**src/rtl/ram_sdp_arbiter.sv**
```systemverilog
// Shares one simple-dual-port RAM between NUM_PORTS requesters using independent
// round-robin read/write arbiters and a tag pipeline that routes read data home.
module ram_sdp_arbiter #(
  parameter int NUM_PORTS  = 4,
  parameter int DATA_WIDTH = 16,
  parameter int ADDR_WIDTH = 10,
  parameter int RD_LATENCY = 2
) (
  input  logic                             clk,
  input  logic                             rst_n,
  input  logic [NUM_PORTS-1:0]             rd_req,
  input  logic [NUM_PORTS*ADDR_WIDTH-1:0]  rd_addr,
  output logic [NUM_PORTS-1:0]             rd_gnt,
  output logic [NUM_PORTS-1:0]             rd_rsp_valid,
  output logic [DATA_WIDTH-1:0]            rd_rsp_data,
  input  logic [NUM_PORTS-1:0]             wr_req,
  input  logic [NUM_PORTS*ADDR_WIDTH-1:0]  wr_addr,
  input  logic [NUM_PORTS*DATA_WIDTH-1:0]  wr_data,
  output logic [NUM_PORTS-1:0]             wr_gnt,
  output logic                             ram_rd_en,
  output logic [ADDR_WIDTH-1:0]            ram_rd_addr,
  input  logic [DATA_WIDTH-1:0]            ram_rd_data,
  output logic                             ram_wr_en,
  output logic [ADDR_WIDTH-1:0]            ram_wr_addr,
  output logic [DATA_WIDTH-1:0]            ram_wr_data
);

  localparam int IDX_W = $clog2(NUM_PORTS);
  localparam logic [IDX_W-1:0] LAST_IDX = IDX_W'(NUM_PORTS - 1);

  if ((RD_LATENCY != 1) && (RD_LATENCY != 2)) begin : g_bad_latency
    $fatal(1, "ram_sdp_arbiter: RD_LATENCY must be 1 or 2");
  end
  if ((NUM_PORTS < 2) || (NUM_PORTS > 16)) begin : g_bad_ports
    $fatal(1, "ram_sdp_arbiter: NUM_PORTS must be in 2..16");
  end

  // Returns {found, index}; the candidate closest after 'last' wins because
  // the loop walks the ring backwards and the final hit overwrites earlier ones.
  function automatic logic [IDX_W:0] rr_pick(input logic [NUM_PORTS-1:0] req,
                                             input logic [IDX_W-1:0]     last);
    logic [IDX_W:0] res;
    int             cand;
    res = '0;
    for (int k = NUM_PORTS; k >= 1; k--) begin
      cand = (int'(last) + k) % NUM_PORTS;
      if (req[cand[IDX_W-1:0]]) begin
        res = {1'b1, cand[IDX_W-1:0]};
      end else begin
        res = res;
      end
    end
    return res;
  endfunction

  logic [IDX_W-1:0]      rd_last_q, rd_last_d;
  logic [IDX_W-1:0]      wr_last_q, wr_last_d;
  logic [RD_LATENCY-1:0] tag_vld_q, tag_vld_d;
  logic [IDX_W-1:0]      tag_idx_q [RD_LATENCY];
  logic [IDX_W-1:0]      tag_idx_d [RD_LATENCY];

  logic [IDX_W:0]   rd_pick_s, wr_pick_s;
  logic             rd_any_s, wr_any_s, inflight_s;
  logic [IDX_W-1:0] rd_idx_s, wr_idx_s;

  // Arbitration, RAM command muxing and pointer next-state.
  always_comb begin
    rd_pick_s  = rr_pick(rd_req, rd_last_q);
    wr_pick_s  = rr_pick(wr_req, wr_last_q);
    rd_any_s   = rst_n & rd_pick_s[IDX_W];
    wr_any_s   = rst_n & wr_pick_s[IDX_W];
    rd_idx_s   = rd_pick_s[IDX_W-1:0];
    wr_idx_s   = wr_pick_s[IDX_W-1:0];
    inflight_s = rst_n & (|tag_vld_q);

    rd_gnt      = '0;
    wr_gnt      = '0;
    ram_rd_addr = '0;
    ram_wr_addr = '0;
    ram_wr_data = '0;
    if (rd_any_s) begin
      rd_gnt[rd_idx_s] = 1'b1;
      ram_rd_addr      = rd_addr[rd_idx_s*ADDR_WIDTH +: ADDR_WIDTH];
    end else begin
      rd_gnt      = '0;
      ram_rd_addr = '0;
    end
    if (wr_any_s) begin
      wr_gnt[wr_idx_s] = 1'b1;
      ram_wr_addr      = wr_addr[wr_idx_s*ADDR_WIDTH +: ADDR_WIDTH];
      ram_wr_data      = wr_data[wr_idx_s*DATA_WIDTH +: DATA_WIDTH];
    end else begin
      wr_gnt      = '0;
      ram_wr_addr = '0;
      ram_wr_data = '0;
    end
    ram_wr_en = wr_any_s;
    // Keep rd_en high while tags are in flight so the RAM output register drains.
    ram_rd_en = rd_any_s | inflight_s;

    rd_last_d = rd_any_s ? rd_idx_s : rd_last_q;
    wr_last_d = wr_any_s ? wr_idx_s : wr_last_q;
  end

  // Tag pipeline next-state: advances in lock-step with the RAM read path.
  always_comb begin
    tag_vld_d = tag_vld_q;
    tag_idx_d = tag_idx_q;
    if (ram_rd_en) begin
      tag_vld_d[0] = rd_any_s;
      tag_idx_d[0] = rd_idx_s;
      for (int k = 1; k < RD_LATENCY; k++) begin
        tag_vld_d[k] = tag_vld_q[k-1];
        tag_idx_d[k] = tag_idx_q[k-1];
      end
    end else begin
      tag_vld_d = tag_vld_q;
    end
  end

  // Arbiter pointers and tag pipeline state.
  always_ff @(posedge clk) begin
    if (!rst_n) begin
      rd_last_q <= LAST_IDX;
      wr_last_q <= LAST_IDX;
      tag_vld_q <= '0;
      for (int k = 0; k < RD_LATENCY; k++) begin
        tag_idx_q[k] <= '0;
      end
    end else begin
      rd_last_q <= rd_last_d;
      wr_last_q <= wr_last_d;
      tag_vld_q <= tag_vld_d;
      tag_idx_q <= tag_idx_d;
    end
  end

  // Response steering from the last pipeline stage; data is broadcast.
  always_comb begin
    rd_rsp_valid = '0;
    if (rst_n && tag_vld_q[RD_LATENCY-1]) begin
      rd_rsp_valid[tag_idx_q[RD_LATENCY-1]] = 1'b1;
    end else begin
      rd_rsp_valid = '0;
    end
    rd_rsp_data = ram_rd_data;
  end

endmodule

```
**config.mk**
```make
export PLATFORM = sky130hd
export DESIGN_NAME = ram_sdp_arbiter
export DESIGN_NICKNAME = d
export VERILOG_FILES = /design/src/rtl/ram_sdp_arbiter.sv
export SDC_FILE = /design/constraint.sdc
export NUM_CORES = 1
export LEC_CHECK = 0
export CAP_MARGIN = 15
export CORE_AREA = 4 4 89 91
export CTS_BUF_LIST = sky130_fd_sc_hd__clkbuf_4 sky130_fd_sc_hd__clkbuf_8
export CTS_CLUSTER_SIZE = 16
export DETAILED_ROUTE_END_ITERATION = 8
export DIE_AREA = 0 0 93 95
export PLACE_DENSITY = 0.89
export SETUP_SLACK_MARGIN = 0.5
export SKIP_CTS_REPAIR_TIMING = 1
export SLEW_MARGIN = 20
export SYNTH_ARGS = -nofsm -noshare
export SYNTH_HDL_FRONTEND = slang
export SYNTH_SLANG_ARGS = --single-unit
```
**constraint.sdc**
```tcl
create_clock -name clk -period 3.8 [get_ports clk]
set_input_delay 0.95 -clock clk [delete_from_list [all_inputs] [get_ports clk]]
set_output_delay 0.95 -clock clk [all_outputs]
set_load 0.005 [all_outputs]
```
* Word-level counts from Yosys, hierarchy flattened *
Index checks and enable logic that the tools add are counted.
W data, S select, Z words.

word-level totals
  flip-flop bits (word level) = 10
  bits of input ports = 170
  output and inout bits = 66
  word-level logic and storage cells = 77

operators by class
  $add $sub $neg = 8
  multipliers = 2
  $lt $le $gt $ge = 14
  shift-type cells = 3
  mux-type cells = 36
  bitwise operators = 4
  reduce and logical (&&, ||, !) cells = 5

operators by type and width
  cell                   count
  $shiftx A40 B7 Y10     2
  $shiftx A64 B7 Y16     1
  $lt A2 B3 Y1 const B   11
  $mux W3                8
  $mux W10               2
  $bmux W1 S2            8
  $mux W16               1
  $mux W4                3
  $mux W1                11
  $mul A2 B3 Y5 const B  2
  $add A2 B1 Y2 const B  4
  $add A2 B2 Y2 const B  4
  $demux W1 S2           3
  $ge A2 B1 Y1 const B   3
  $logic_and A1 B1 Y1    4
  $and A1 B1 Y1          3
  $reduce_or A2 Y1       1
  $or A1 B1 Y1           1

* Logic depth before layout (Yosys ltp) *
Gate-level depths: netlist of run 1.

  depth in word-level cells = 12
  gate-level depth with buffers = 8
  depth with buffers taken out = 5

* Worst setup path after synthesis of run 1 *
OpenSTA, ideal clock, no wires.

  path kind = input to output
  start point = input port wr_req[1]
  end point = output port ram_wr_addr[0]
  arrival time = 1988 ps
  required time = 2850 ps
  path slack = 862 ps
  stages = 7
  buffers on the path = 2
  cell sequence = nor2b_2 -> a21oi_2 -> o221a_2 -> buf_12 -> buf_8 -> mux2i_1 -> o22ai_1

on the way
  longest elaborated chain between the ends = 9
  elaborated cells on any way between the ends = 16
  classes of those cells = mul (1); shift (1); mux (13); bitwise (1)

ends and longest elaborated chain
  item                           line  text
  start: declaration             16    input logic [NUM_PORTS-1:0] wr_req,
  $bmux W1 S2                    47    if (req[cand[IDX_W-1:0]]) begin
  $mux W1 (implied by the code)  47
  $mux W3 (3 in series)          47
  $mux W3 *                      47
  $mul A2 B3 Y5                  90    ram_wr_addr = wr_addr[wr_idx_s*ADDR_WIDTH +: ADDR_WIDTH];
  $shiftx A40 B7 Y10             90
  $mux W10 *                     88    if (wr_any_s) begin
  end: declaration               24    output logic [ADDR_WIDTH-1:0] ram_wr_addr,

Every way passes the cells marked *; elsewhere a longest branch is shown, timed or not. The select of a mux whose other input is x is not followed.

* Worst setup path in the final report of run 1 *
  start point = input port wr_req[1]
  end point = output port ram_wr_addr[7]

The elaborated chain is that of the path after synthesis.

==> impl_metrics.py, run 1 <==
metrics = {
    "global_routing": {
        "track_usage_pct": 17.7,
        "grt.busiest_layer": "met2",
        "grt_pass1_vias": 2614,
        "grt_max_degree": 22,
        "grtUsageMet3_pct": 6.45,
        "grt_first_pass_wirelength_mm": 12.5,
        "grt_use_met2_pct": 33.7,
        "gr-usage-met1_pct": 18.2,
        "gr-total-overflow": 0,
        "antenna_found_initial": 0,
    },
    "finish": {
        "diodes": 0,
        "area_growth_pct": 132,
        "final_layout_size_suffix_gt1_share_pct": 25.7,
        "fill_cells": 592,
        "final_nets": 619,
    },
    "worst_setup_path": {
        "crit_chain": "buf_8 -> nor2b_4 -> a21oi_2 -> o221a_4 -> buf_6 -> clkbuf_16 -> mux2i_4 -> o22ai_2 -> buf_2",
        "worst_path_max_delay_cell": "o221a_4",
        "cp.arrival_ns": 2.35,
        "critPathMaxStageDelay_ns": 0.34,
        "crit_path_max_fanout": 7,
        "critPathRequiredTime_ns": 2.85,
        "worstSetupStartpointType": "primary input",
        "cp-end-kind": "output port",
        "critPathKind": "in -> out",
        "reg2regPathDepth": 8,
        "rrSetupSlack_ns": 2.21,
    },
    "pwr": {
        "power_density_nw_per_um2": 217,
        "leakagePower_uw": 0.00231,
        "finalPower_uw": 956,
        "peakVddDrop_v": 0.000159,
    },
    "die": {
        "initial_core_util_pct": 26.6,
        "dieArea_um2": 8840,
        "io_pins": 236,
        "rows": 31,
        "die_h_um": 95,
        "die_x_um": 93,
        "coreArea_um2": 7140,
    },
    "cts": {
        "cts.path.max_buffers": 2,
        "cts_sinks": 10,
        "clock_latency_ns": 0.23,
        "root_buffer": "clkbuf_8",
        "tritoncts.num_buffers": 3,
        "cts_tree": "built",
        "clkTransAtPathRegs_ns": 0.05,
        "htreeDepth": 1,
    },
    "sta": {
        "rsz0062_at_grt": "true",
        "slew_violations": 0,
        "setup_viol_count_final": 0,
        "fin_ws_ns": 0.497,
        "tightest_slew_ns": 0.449,
        "hold_slack_ns": 0.455,
        "fmax_ghz": 0.303,
        "skew_ns": 0.00350,
        "slew_headroom_pct": 70.0,
        "final_hold_viol_count": 0,
        "fin_crit_sh_pct": 86.9,
        "period_needed_ns": 3.30,
    },
    "yosys": {
        "yosysTopAreaCellShare_pct": 41.7,
        "syn_area_um2": 1900,
        "synth_top_family_by_area": "multiplexers",
        "synth_area_leaders": "mux2i_1 42%, o22ai_1 12%, dfxtp_1 11%",
        "synth_seq_area_share_pct": 10.6,
        "synth_cell_types": 32,
        "synth_fp_nets": 391,
        "ys_ff_latch": 10,
        "synth-xor-area-share_pct": 0,
        "synth_mux_area_share_pct": 41.7,
        "synthArstFlopShare_pct": 0,
        "syn_inst": 221,
        "synth_compound_area_share_pct": 18.5,
        "synth_common_cells": "79 x mux2i_1, 36 x o22ai_1, 18 x buf_4, 16 x nor2_1, 12 x nand2_1",
        "synth.most_common_cell": "mux2i_1",
        "synth_top_cell_by_area": "mux2i_1",
        "ys.flop_type": "dfxtp_1",
        "synthAdderAreaFrac_pct": 0,
        "synthSimpleGateAreaFrac_pct": 10.7,
        "synth.avg_cell_area_um2": 8.58,
        "synth_enable_flop_cells": 0,
        "ys_warn_count": 0,
    },
    "drt": {
        "via_per_inst": 4.91,
        "vias": 2686,
        "drt_iter0_markers": 46,
        "wl_per_cell_um": 17.3,
        "drcViolationCount": 0,
        "drt_pass1_iterations": 4,
        "wl_mm": 9.49,
        "antenna_left": 0,
    },
    "run_status": {
        "outcome": "finished clean",
    },
    "placement": {
        "place_ws_ns": -0.285,
        "gp_congestion": 0.706,
        "dpl.hpwl_mm": 7.54,
        "portBuffers": 203,
    },
    "flow_run": {
        "maxCapViolCount": 0,
    },
    "min_path": {
        "min_path_type": "reg -> reg",
        "min_delay_path_depth": 1,
    },
}
-- flip-flops by register name, summed over array words and instances, names as in the netlist --
| register | cells |
|---|---|
| rd_last_q | 2 |
| tag_idx_q | 4 |
| tag_vld_q | 2 |
| wr_last_q | 2 |
-- cell families after synthesis --
kind of cell    after synthesis
mux                          79
compound gates               50
simple gates                 43
buf+inv                      39
flops                        10
-- power breakdown --
part,switching [uW],total (uW),internal (uW)
sequential,10.9,125,114
clock,42.7,134,91.2
combinational,253,697,444
total,307,956,649
-- worst paths after layout --
kind	startpoint	to
setup / recovery	wr_req[1]	ram_wr_addr[7]
hold / removal	tag_vld_q[0]$_SDFFE_PN0P_	tag_vld_q[1]$_SDFFE_PN0P_
setup reg to reg	rd_last_q[1]$_SDFFE_PN1P_	tag_idx_q[2]$_SDFFE_PN0P_
hold reg to reg	tag_vld_q[0]$_SDFFE_PN0P_	tag_vld_q[1]$_SDFFE_PN0P_
-- placed cells by master (no fill, tap or decap), drive strengths merged --
| cell type | Yosys | routed |
|---|---|---|
| dlymetal6s2s | 0 | 25 |
| clkdlybuf4s50 | 0 | 146 |
| nand2b | 4 | 4 |
| a31o | 1 | 1 |
| nand2 | 12 | 12 |
| nor4 | 2 | 2 |
| and2 | 1 | 1 |
| mux2i | 79 | 79 |
| inv | 5 | 5 |
| o221ai | 1 | 1 |
| o21ai | 1 | 1 |
| o22ai | 37 | 37 |
| or2 | 1 | 1 |
| nor2b | 2 | 2 |
| nor3 | 2 | 2 |
| a21boi | 1 | 1 |
| buf | 32 | 62 |
| clkbuf | 2 | 28 |
| nand3 | 2 | 2 |
| a21oi | 6 | 6 |
| o22a | 1 | 1 |
| dfxtp | 10 | 10 |
| nor2 | 16 | 16 |
| a31oi | 1 | 1 |
| o221a | 1 | 1 |
| and3 | 1 | 1 |
-- layout make-up --
type / instances / area [um^2] / share of cell area (%)
clock buffer: 4 / 55.1 / 1.25
inverter: 5 / 18.8 / 0.427
multi-input combinational: 172 / 1470 / 33.3
sequential: 10 / 200 / 4.55
tap: 99 / 124 / 2.82
timing repair buffer: 257 / 2530 / 57.6
-- metrics by stage --
step | instances | setup TNS [ns] | area, um^2 | util, %
2_1_floorplan | 221 | 0 | 1900 | -
3_3_place_gp | 519 | -4.27 | 4000 | 56.1
3_5_place_dp | 519 | -5.96 | 4000 | 56.1
4_1_cts | 523 | -6.14 | 4060 | 56.9
5_1_grt | 547 | 0 | 4400 | 61.6
6_report | 547 | 0 | 4400 | 61.6
-- per-layer routing --
metal	routed length (um)	vias to the layer above
met3	962	8
li1	-	1273
met4	110	0
met1	3360	1243
met5	0	-
met2	5060	162
-- critical path, delay by kind of cell --
kind	cells	cell delay [ns]
buffers and inverters	4	0.51
AO/OA/AOI/OAI	3	0.57
AND/OR/NAND/NOR	1	0.14
multiplexers	1	0.18
Note: power is estimated with default switching activity, not from simulation.
==> inputs of run 2 (changes only) <==
--- a/config.mk
+++ b/config.mk
@@ -8,7 +8,6 @@
 export CAP_MARGIN = 15
 export CORE_AREA = 4 4 89 91
 export CTS_BUF_LIST = sky130_fd_sc_hd__clkbuf_4 sky130_fd_sc_hd__clkbuf_8
-export CTS_CLUSTER_SIZE = 16
 export DETAILED_ROUTE_END_ITERATION = 8
 export DIE_AREA = 0 0 93 95
 export PLACE_DENSITY = 0.89
==> results of run 2 <==
Same layout as run 1: the final DEF is identical, and so are final timing and power.
==> inputs of run 3 (changes only) <==
--- a/config.mk
+++ b/config.mk
@@ -10,7 +10,9 @@
 export CTS_BUF_LIST = sky130_fd_sc_hd__clkbuf_4 sky130_fd_sc_hd__clkbuf_8
 export DETAILED_ROUTE_END_ITERATION = 8
 export DIE_AREA = 0 0 93 95
+export GPL_ROUTABILITY_DRIVEN = 0
 export PLACE_DENSITY = 0.89
+export RECOVER_POWER = 50
 export SETUP_SLACK_MARGIN = 0.5
 export SKIP_CTS_REPAIR_TIMING = 1
 export SLEW_MARGIN = 20
==> impl_metrics.py, run 3 (synthesized netlist as in run 1, its figures left out) <==
metrics = {
    "finish": {
        "final_layout_size_suffix_gt1_share_pct": 23.9,
        "layout_common_cells": "146 x clkdlybuf4s50_1, 75 x mux2i_1, 34 x o22ai_1",
        "diodes": 0,
        "final_core_util_pct": 60.7,
        "regMostFlops": "tag_idx_q",
        "final_nets": 619,
        "largest_register_ffs": 4,
        "register_area_um2": 200,
        "area_growth_pct": 128,
        "multiInputGateArea_um2": 1440,
        "final_common_cell": "clkdlybuf4s50_1",
        "fill_cells": 611,
    },
    "worst_setup_path": {
        "cp-end-kind": "output port",
        "critPathKind": "in -> out",
        "critPathTopFamily": "buffers and inverters",
        "crit_chain": "clkdlybuf4s25_1 -> clkbuf_1 -> nor4_1 -> nor2_1 -> nand2_1 -> buf_4 -> o22ai_1 -> dlymetal6s2s_1",
        "worstSetupStartpointType": "primary input",
        "worst-path-buf-inv": 4,
        "crit_path_max_fanout": 5,
        "critPathRequiredTime_ns": 2.85,
        "critPathMaxStageDelay_ns": 0.45,
        "cp.arrival_ns": 2.45,
        "worst_path_max_delay_cell": "nor4_1",
    },
    "drt": {
        "drcViolationCount": 0,
        "vias": 2681,
        "wl_mm": 9.51,
        "via_per_inst": 4.90,
        "antenna_left": 0,
        "top_layer": "met4",
        "met2WireLength_mm": 5.05,
        "drt_iter0_markers": 50,
        "drt_pass1_iterations": 4,
        "wl_met3_um": 909,
        "drt-met1-wl_mm": 3.43,
        "wl_per_cell_um": 17.4,
    },
    "sta": {
        "setup_viol_count_final": 0,
        "skew_ns": 0.00384,
        "tightest_slew_ns": 0.473,
        "fin_crit_sh_pct": 89.6,
        "period_needed_ns": 3.40,
        "slew_violations": 0,
        "slew_headroom_pct": 68.5,
        "final_hold_viol_count": 0,
        "rsz0062_at_grt": "true",
        "fmax_ghz": 0.294,
        "tns_ns": 0,
    },
    "die": {
        "initial_core_util_pct": 26.6,
        "rows": 31,
        "io_pins": 236,
        "dieArea_um2": 8840,
        "die_x_um": 93,
        "coreArea_um2": 7140,
        "die_h_um": 95,
    },
    "cts": {
        "clkTransAtPathRegs_ns": 0.05,
        "clock_latency_ns": 0.23,
        "root_buffer": "clkbuf_8",
        "cts_sinks": 10,
        "cts.path.max_buffers": 2,
        "htreeDepth": 1,
        "cts_tree": "built",
        "tritoncts.num_buffers": 3,
    },
    "pwr": {
        "finalPower_uw": 951,
        "seqPwrFrac_pct": 13.2,
        "internal-power_uw": 646,
        "p_sw_uw": 305,
        "power_density_nw_per_um2": 219,
        "power_frac_comb_pct": 72.7,
        "swShare_pct": 32.1,
        "peakVddDrop_v": 0.000158,
        "leakagePower_uw": 0.00219,
        "clkPwrFrac_pct": 14.1,
    },
    "global_routing": {
        "gr-total-overflow": 0,
        "grt_max_degree": 22,
        "grt_first_pass_wirelength_mm": 12.5,
        "antenna_found_initial": 0,
        "grt_pass1_vias": 2614,
        "track_usage_pct": 17.7,
    },
    "placement": {
        "dpl.hpwl_mm": 7.54,
        "portBuffers": 203,
    },
    "flow_run": {
        "maxCapViolCount": 0,
    },
    "run_status": {
        "outcome": "finished clean",
    },
    "min_path": {
        "min_path_type": "reg -> reg",
    },
}
-- run 3: cell types whose count changed in the layout (fill, tap and decap cells not counted), sizes merged --
cell / before / now
clkbuf: 28 / 34
dlymetal6s2s: 25 / 19
buf: 62 / 57
clkdlybuf4s25: 0 / 5
-- run 3: area by class of cell --
| class | instances | area share (%) |
|---|---|---|
| inverter | 5 | 0.433 |
| sequential | 10 | 4.62 |
| clock buffer | 4 | 1.27 |
| timing repair buffer | 257 | 57.5 |
| multi-input combinational | 172 | 33.3 |
| tap | 99 | 2.86 |
-- run 3: per-stage QoR --
stage | instances | hold slack (ns) | cell area [um^2] | setup WS (ns)
floorplan | 221 | 0.431 | 1900 | 0.862
global placement | 519 | 0.434 | 4000 | -0.162
detailed placement | 519 | 0.448 | 4000 | -0.285
CTS | 523 | 0.459 | 4060 | -0.283
global route | 547 | 0.489 | 4330 | 0.227
finish | 547 | 0.455 | 4330 | 0.397
-- run 3: layer usage --
layer	vias to the layer above	GRT usage, %
met5	-	0
met4	0	4.52
met3	10	6.45
met2	153	33.7
met1	1243	18.2
li1	1275	-
-- run 3: path summary, 6_finish.rpt --
kind	from	slack, ns	cells past startpoint	end
setup / recovery	rd_req[0]	0.40	8	ram_rd_addr[0]
hold / removal	tag_vld_q[0]$_SDFFE_PN0P_	0.46	1	tag_vld_q[1]$_SDFFE_PN0P_
setup reg to reg	rd_last_q[1]$_SDFFE_PN1P_	2.21	8	tag_idx_q[2]$_SDFFE_PN0P_
hold reg to reg	tag_vld_q[0]$_SDFFE_PN0P_	0.46	1	tag_vld_q[1]$_SDFFE_PN0P_
-- run 3: power by group through the flow --
stage	combinational (uW)	clock [uW]	sequential [uW]
detailed placement	627	0	126
global placement	614	0	125
CTS	630	137	124
global route	741	144	126
finish	691	134	125
floorplan	313	0	121
